$ cat src/rtl/rv_core_pkg.sv
// Shared core definitions: fetch FSM encoding, PC step and branch opcode constants,
// and the offset alignment helper.
package rv_core_pkg;

   typedef enum logic [2:0] {
      S_REQ,
      S_WAIT_RSP,
      S_HOLD,
      S_WAIT_NEXT,
      S_ERR
   } fetch_state_e;

   localparam logic [31:0] PC_INC     = 32'd4;
   localparam logic [6:0]  OPC_BRANCH = 7'b1100011;

   // Instructions are word aligned, so any offset with low bits set is unusable.
   function automatic logic offset_misaligned(input logic [31:0] offset);
      return offset[1:0] != 2'b00;
   endfunction

endpackage

$ cat src/rtl/pc_fetch_unit_if.sv
// Fetch unit bus: next-PC offset input, imem request/response, decode handshake, error flag.
interface pc_fetch_unit_if;

   logic [31:0] pc_offset;
   logic        offset_valid;
   logic        imem_req_valid;
   logic        imem_req_ready;
   logic [31:0] imem_addr;
   logic        imem_rsp_valid;
   logic [31:0] imem_rsp_data;
   logic [31:0] instr;
   logic [31:0] instr_pc;
   logic        instr_valid;
   logic        instr_ready;
   logic        fetch_err;

   modport master (
      input  pc_offset, offset_valid, imem_req_ready, imem_rsp_valid, imem_rsp_data,
             instr_ready,
      output imem_req_valid, imem_addr, instr, instr_pc, instr_valid, fetch_err
   );

   modport slave (
      output pc_offset, offset_valid, imem_req_ready, imem_rsp_valid, imem_rsp_data,
             instr_ready,
      input  imem_req_valid, imem_addr, instr, instr_pc, instr_valid, fetch_err
   );

endinterface

$ cat src/rtl/fetch_timeout_ctr.sv
// Counts cycles while enabled; expired flags the LIMIT-th enabled cycle since the last clear.
module fetch_timeout_ctr #(
   parameter int unsigned LIMIT = 16
) (
   input  logic clk,
   input  logic rst,
   input  logic clear,
   input  logic enable,
   output logic expired
);

   localparam int unsigned W = (LIMIT > 2) ? $clog2(LIMIT) : 1;
   localparam logic [W-1:0] LAST = W'(LIMIT - 1);

   logic [W-1:0] cnt_q;

   always_ff @(posedge clk or posedge rst) begin
      if (rst) begin
         cnt_q <= '0;
      end else if (clear) begin
         cnt_q <= '0;
      end else if (enable && !expired) begin
         cnt_q <= cnt_q + W'(1);
      end
   end

   assign expired = enable && (cnt_q == LAST);

endmodule

$ cat src/rtl/pc_fetch_unit.sv
// Non-speculative instruction fetch: owns the PC, issues one imem request at a time and
// hands a registered instruction to decode before applying the next-PC offset.
module pc_fetch_unit
   import rv_core_pkg::*;
#(
   parameter logic [31:0] RESET_PC       = 32'h0000_0000,
   parameter int unsigned TIMEOUT_CYCLES = 16
) (
   input logic             clk,
   input logic             rst,
   pc_fetch_unit_if.master bus
);

   fetch_state_e state_q;
   logic [31:0]  pc_q;
   logic [31:0]  instr_q;
   logic [31:0]  instr_pc_q;
   logic         instr_valid_q;
   logic         req_valid_q;
   logic         fetch_err_q;

   logic ctr_clear;
   logic ctr_enable;
   logic timeout_hit;
   logic bad_offset;

   assign ctr_clear  = (state_q == S_REQ);
   assign ctr_enable = (state_q == S_WAIT_RSP);
   assign bad_offset = offset_misaligned(bus.pc_offset);

   fetch_timeout_ctr #(
      .LIMIT (TIMEOUT_CYCLES)
   ) u_timeout (
      .clk     (clk),
      .rst     (rst),
      .clear   (ctr_clear),
      .enable  (ctr_enable),
      .expired (timeout_hit)
   );

   always_ff @(posedge clk or posedge rst) begin
      if (rst) begin
         state_q       <= S_REQ;
         pc_q          <= RESET_PC;
         instr_q       <= '0;
         instr_pc_q    <= '0;
         instr_valid_q <= 1'b0;
         req_valid_q   <= 1'b0;
         fetch_err_q   <= 1'b0;
      end else begin
         unique case (state_q)
            S_REQ: begin
               // Request rises one cycle after reset release, then holds until accepted.
               req_valid_q <= 1'b1;
               if (req_valid_q && bus.imem_req_ready) begin
                  req_valid_q <= 1'b0;
                  state_q     <= S_WAIT_RSP;
               end
            end
            S_WAIT_RSP: begin
               // A response on the limit cycle still wins over the timeout.
               if (bus.imem_rsp_valid) begin
                  instr_q       <= bus.imem_rsp_data;
                  instr_pc_q    <= pc_q;
                  instr_valid_q <= 1'b1;
                  state_q       <= S_HOLD;
               end else if (timeout_hit) begin
                  fetch_err_q <= 1'b1;
                  state_q     <= S_ERR;
               end
            end
            S_HOLD, S_WAIT_NEXT: begin
               if (state_q == S_WAIT_NEXT || bus.instr_ready) begin
                  instr_valid_q <= 1'b0;
                  if (!bus.offset_valid) begin
                     state_q <= S_WAIT_NEXT;
                  end else if (bad_offset) begin
                     fetch_err_q <= 1'b1;
                     state_q     <= S_ERR;
                  end else begin
                     pc_q        <= pc_q + bus.pc_offset;
                     req_valid_q <= 1'b1;
                     state_q     <= S_REQ;
                  end
               end
            end
            S_ERR: begin
               req_valid_q   <= 1'b0;
               instr_valid_q <= 1'b0;
               fetch_err_q   <= 1'b1;
            end
            default: begin
               req_valid_q   <= 1'b0;
               instr_valid_q <= 1'b0;
               fetch_err_q   <= 1'b1;
               state_q       <= S_ERR;
            end
         endcase
      end
   end

   assign bus.imem_req_valid = req_valid_q;
   assign bus.imem_addr      = pc_q;
   assign bus.instr          = instr_q;
   assign bus.instr_pc       = instr_pc_q;
   assign bus.instr_valid    = instr_valid_q;
   assign bus.fetch_err      = fetch_err_q;

endmodule

$ cat src/flat_wrapper.sv
// flat-port wrapper written by rule: the top's interface ports become plain ports
module pc_fetch_unit_flat import rv_core_pkg::*;
#(
   parameter logic [31:0] RESET_PC       = 32'h0000_0000,
   parameter int unsigned TIMEOUT_CYCLES = 16
)
  (clk, rst, bus_pc_offset, bus_offset_valid, bus_imem_req_ready, bus_imem_rsp_valid, bus_imem_rsp_data, bus_instr_ready, bus_imem_req_valid, bus_imem_addr, bus_instr, bus_instr_pc, bus_instr_valid, bus_fetch_err);
  pc_fetch_unit_if bus_i ();
  input logic clk;
  input logic rst;
  input wire logic [$bits(bus_i.pc_offset)-1:0] bus_pc_offset;
  input wire logic [$bits(bus_i.offset_valid)-1:0] bus_offset_valid;
  input wire logic [$bits(bus_i.imem_req_ready)-1:0] bus_imem_req_ready;
  input wire logic [$bits(bus_i.imem_rsp_valid)-1:0] bus_imem_rsp_valid;
  input wire logic [$bits(bus_i.imem_rsp_data)-1:0] bus_imem_rsp_data;
  input wire logic [$bits(bus_i.instr_ready)-1:0] bus_instr_ready;
  output wire logic [$bits(bus_i.imem_req_valid)-1:0] bus_imem_req_valid;
  output wire logic [$bits(bus_i.imem_addr)-1:0] bus_imem_addr;
  output wire logic [$bits(bus_i.instr)-1:0] bus_instr;
  output wire logic [$bits(bus_i.instr_pc)-1:0] bus_instr_pc;
  output wire logic [$bits(bus_i.instr_valid)-1:0] bus_instr_valid;
  output wire logic [$bits(bus_i.fetch_err)-1:0] bus_fetch_err;
  assign bus_i.pc_offset = bus_pc_offset;
  assign bus_i.offset_valid = bus_offset_valid;
  assign bus_i.imem_req_ready = bus_imem_req_ready;
  assign bus_i.imem_rsp_valid = bus_imem_rsp_valid;
  assign bus_i.imem_rsp_data = bus_imem_rsp_data;
  assign bus_i.instr_ready = bus_instr_ready;
  assign bus_imem_req_valid = bus_i.imem_req_valid;
  assign bus_imem_addr = bus_i.imem_addr;
  assign bus_instr = bus_i.instr;
  assign bus_instr_pc = bus_i.instr_pc;
  assign bus_instr_valid = bus_i.instr_valid;
  assign bus_fetch_err = bus_i.fetch_err;
  pc_fetch_unit #(.RESET_PC(RESET_PC), .TIMEOUT_CYCLES(TIMEOUT_CYCLES)) u_core (.clk(clk), .rst(rst), .bus(bus_i));
endmodule
$ cat config.mk
export PLATFORM = sky130hd
export DESIGN_NAME = pc_fetch_unit_flat
export DESIGN_NICKNAME = d
export VERILOG_FILES = /design/src/rtl/rv_core_pkg.sv /design/src/rtl/pc_fetch_unit_if.sv /design/src/rtl/fetch_timeout_ctr.sv /design/src/rtl/pc_fetch_unit.sv /design/src/flat_wrapper.sv
export SDC_FILE = /design/constraint.sdc
export NUM_CORES = 1
export LEC_CHECK = 0
export CAP_MARGIN = 15
export CORE_MARGIN = 2
export CORE_UTILIZATION = 43
export CTS_CLUSTER_DIAMETER = 150
export DETAILED_ROUTE_END_ITERATION = 6
export PLACE_DENSITY = 0.77
export SKIP_CTS_REPAIR_TIMING = 1
export SLEW_MARGIN = 20
export SYNTH_ARGS = -nofsm -noshare
export SYNTH_HDL_FRONTEND = slang
export SYNTH_SLANG_ARGS = --single-unit
export TNS_END_PERCENT = 30
$ cat constraint.sdc
create_clock -name clk -period 2.9 [get_ports clk]
set_input_delay 0.29 -clock clk [delete_from_list [all_inputs] [get_ports clk]]
set_output_delay 0.29 -clock clk [all_outputs]
set_load 0.02 [all_outputs]
==> results.sh <==
export IMPL_max_freq_mhz=363
export IMPL_fin_util_pct=62.6
export IMPL_antenna_found_initial=0
export IMPL_yosys_register_bits=106
export IMPL_syn_inst=530
export IMPL_std_cell_rows=42
export IMPL_yosysTopAreaCell="dfrtp_1"
export IMPL_rsz0062_at_grt="false"
export IMPL_yosys_area_share_simple_pct=9.05
export IMPL_worst_slew_pin_slew_ns=0.623
export IMPL_yosysWarnings=0
export IMPL_finClkSkew_ns=0.00574
export IMPL_ir_drop_uv=522
export IMPL_setup_ws_ns=0.142
export IMPL_layout_commonest_cell="clkdlybuf4s50_1"
export IMPL_numPortBuffers=168
export IMPL_grt_max_degree=55
export IMPL_first_pass_iters=4
export IMPL_finalCritPeriodShare_pct=95.1
export IMPL_rr_startpoint="u_core.bus.imem_addr[14]$_DFFE_PP0P_"
export IMPL_synth_compound_area_share_pct=16.0
export IMPL_yosys_area_share_adder_pct=7.38
export IMPL_setup_viol_count_final=0
export IMPL_drv_cap=0
export IMPL_cts_tree="done"
export IMPL_clkLatencyLatePin_ns=0.35
export IMPL_wire_per_inst_um=16.1
export IMPL_clk_pin_slew_ns=0.07
export IMPL_syn_to_final_growth_pct=43.9
export IMPL_synthDistinctLibCells=55
export IMPL_p_leak_nw=3.72
export IMPL_reg2reg_slack_ns=0.14
export IMPL_arrival_ns=3.03
export IMPL_clockBufferDepth=2
export IMPL_slew_viol_final=0
export IMPL_status="complete, no violations"
export IMPL_synth_xor_area_share_pct=4.62
export IMPL_finalWeightedCongestion=0.885
export IMPL_cts_sinks=106
export IMPL_synth_area_leaders="dfrtp_1, mux2_2, ha_1, o21ai_0, a21oi_1"
export IMPL_syn_area_mm2=0.00569
export IMPL_critPathLaunchType="register"
export IMPL_grt_pass1_vias=4814
export IMPL_powerDensity_mw_per_mm2=966
export IMPL_die_h_um=119
export IMPL_hpwl_um=11000
export IMPL_drtAntennaViolNets=0
export IMPL_syn_avg_cell_area_um2=10.7
export IMPL_start_util_pct=43.5
export IMPL_grtUsageTotal_pct=21.4
export IMPL_finalInstanceArea_mm2=0.00819
export IMPL_relSlewSlack_pct=58.4
export IMPL_coreArea_mm2=0.0131
export IMPL_dieArea_mm2=0.0142
export IMPL_grt_pass1_wl_um=24300
export IMPL_crit_required_ns=3.17
export IMPL_critPathKind="register to register"
export IMPL_hold_slack_ns=0.368
export IMPL_dpl_cell_area_mm2=0.00786
export IMPL_io_pins=169
export IMPL_cts_root_buf="clkbuf_16"
export IMPL_finalNetCount=829
export IMPL_synth_nets=633
export IMPL_synthMuxAreaShare_pct=13.8
export IMPL_vias_per_cell=5.30
export IMPL_vias=4803
export IMPL_hold_viol_final=0
export IMPL_hp_class="input port to async pin"
export IMPL_diodes=0
export IMPL_synth_edff_count=0
export IMPL_cp_max_fo=4
export IMPL_synthArstFlopShare_pct=100
export IMPL_ctsHtreeMaxLevel=3
export IMPL_final_cell_mix="clkdlybuf4s50_1, dfrtp_1, mux2_2, nand2_1, buf_4"
export IMPL_numCtsBuffers=9
export IMPL_synth_top_family_by_area="compound AO/OA/AOI/OAI gates"
export IMPL_grt_ovfl_total=0
export IMPL_period_minus_slack_ns=2.76
export IMPL_totalWireLength_um=14600
export IMPL_critical_path_startpoint="u_core.bus.imem_addr[14]$_DFFE_PP0P_"
export IMPL_worst_setup_path_end_kind="register"
export IMPL_yosysTopAreaCellShare_pct=46.6
export IMPL_die_w_um=119
export IMPL_yosysSeqAreaShare_pct=46.6
export IMPL_dr_first_iter_drc_count=202
export IMPL_synth_top_flop_cell="dfrtp_1"
export IMPL_tns_ns=0
export IMPL_layout_drive_gt1_share_pct=20.2
export IMPL_dp_worst_setup_slack_ns=-0.267
export IMPL_route_detailed_drc=0
[sequential cells by signal, summed over array words and instances, names as in the netlist]
register                   flops
u_core.bus.fetch_err           1
u_core.bus.imem_addr          32
u_core.bus.imem_req_valid      1
u_core.bus.instr              32
u_core.bus.instr_pc           32
u_core.bus.instr_valid         1
u_core.state_q                 3
u_core.u_timeout.cnt_q         4
[report_power, final]
part / switching (W) / internal [W] / leakage, nW
Clock: 0.000540 / 0.000691 / 0.149
Combinational: 0.00213 / 0.00219 / 2.17
Sequential: 0.000412 / 0.00196 / 1.40
[critical path, stage by stage, from the launching register on]
cell and delay (ns):
dfrtp_1 0.42, ha_1 0.37, nand2_1 0.16, o21a_1 0.24, o31ai_2 0.09, a31o_4 0.14, a311o_1 0.19, or4b_4 0.49
a31oi_2 0.19, mux2i_1 0.25, xnor2_1 0.14
[cells in the mapped netlist, drive strengths merged (2+ instances only)]
master / instances
nor3b: 3
a31o: 2
nor2b: 3
a31oi: 4
buf: 6
mux2i: 2
nand4: 6
inv: 12
mux2: 68
nand3: 9
nand2: 48
a21oi: 39
and2: 3
o21bai: 5
ha: 32
xnor2: 20
clkbuf: 20
and3: 5
o211ai: 2
nor2: 21
or3: 2
a21o: 16
xor2: 10
o21ai: 49
a41oi: 3
nor3: 6
o21a: 6
o22ai: 4
dfrtp: 106
[cell families (layout without fill, tap and decap cells)]
| logic type | after synthesis | after routing |
|---|---|---|
| buffers and inverters | 38 | 239 |
| and+or+nand+nor | 111 | 111 |
| adders and majority gates | 33 | 33 |
| AOI/OAI and AO/OA | 142 | 142 |
| DFF | 106 | 106 |
| xor gates and xnor gates | 30 | 30 |
| muxes | 70 | 70 |
[metrics by stage]
step	power [W]	cells
floorplan	0.00484	530
global placement	0.00653	891
detailed placement	0.00666	891
CTS	0.00792	907
global route	0.00844	907
finish	0.00792	907
[routing by layer]
metal | GRT usage (%) | share of wire [%] | vias to the layer above
met5 | 0 | 0 | -
met4 | 8.85 | 2.6 | 0
met3 | 4.50 | 6.6 | 26
met2 | 34.5 | 47 | 193
met1 | 28.1 | 44 | 2278
li1 | - | - | 2306
[final timing paths]
kind | depth (start not counted) | end
worst min-delay path | 2 | u_core.bus.instr[11]$_DFFE_PP0P_
min in group clk | 1 | u_core.bus.fetch_err$_DFFE_PP0P_
worst max register to register | 10 | u_core.bus.imem_addr[31]$_DFFE_PP0P_
worst min register to register | 1 | u_core.bus.fetch_err$_DFFE_PP0P_
max in group asynchronous | 3 | u_core.bus.instr[30]$_DFFE_PP0P_
worst max-delay path | 10 | u_core.bus.imem_addr[31]$_DFFE_PP0P_
[cell type report]
class                           instances  area (µm²)
Fill cell                            1009        4890
Multi-Input combinational cell        386        2950
Sequential cell                       106        2650
Timing Repair Buffer                  211        2030
Clock buffer                           11         243
Tap cell                              176         220
Clock inverter                          5        53.8
Inverter                               12        48.8
No activity file was read; power rests on OpenSTA's default activity.
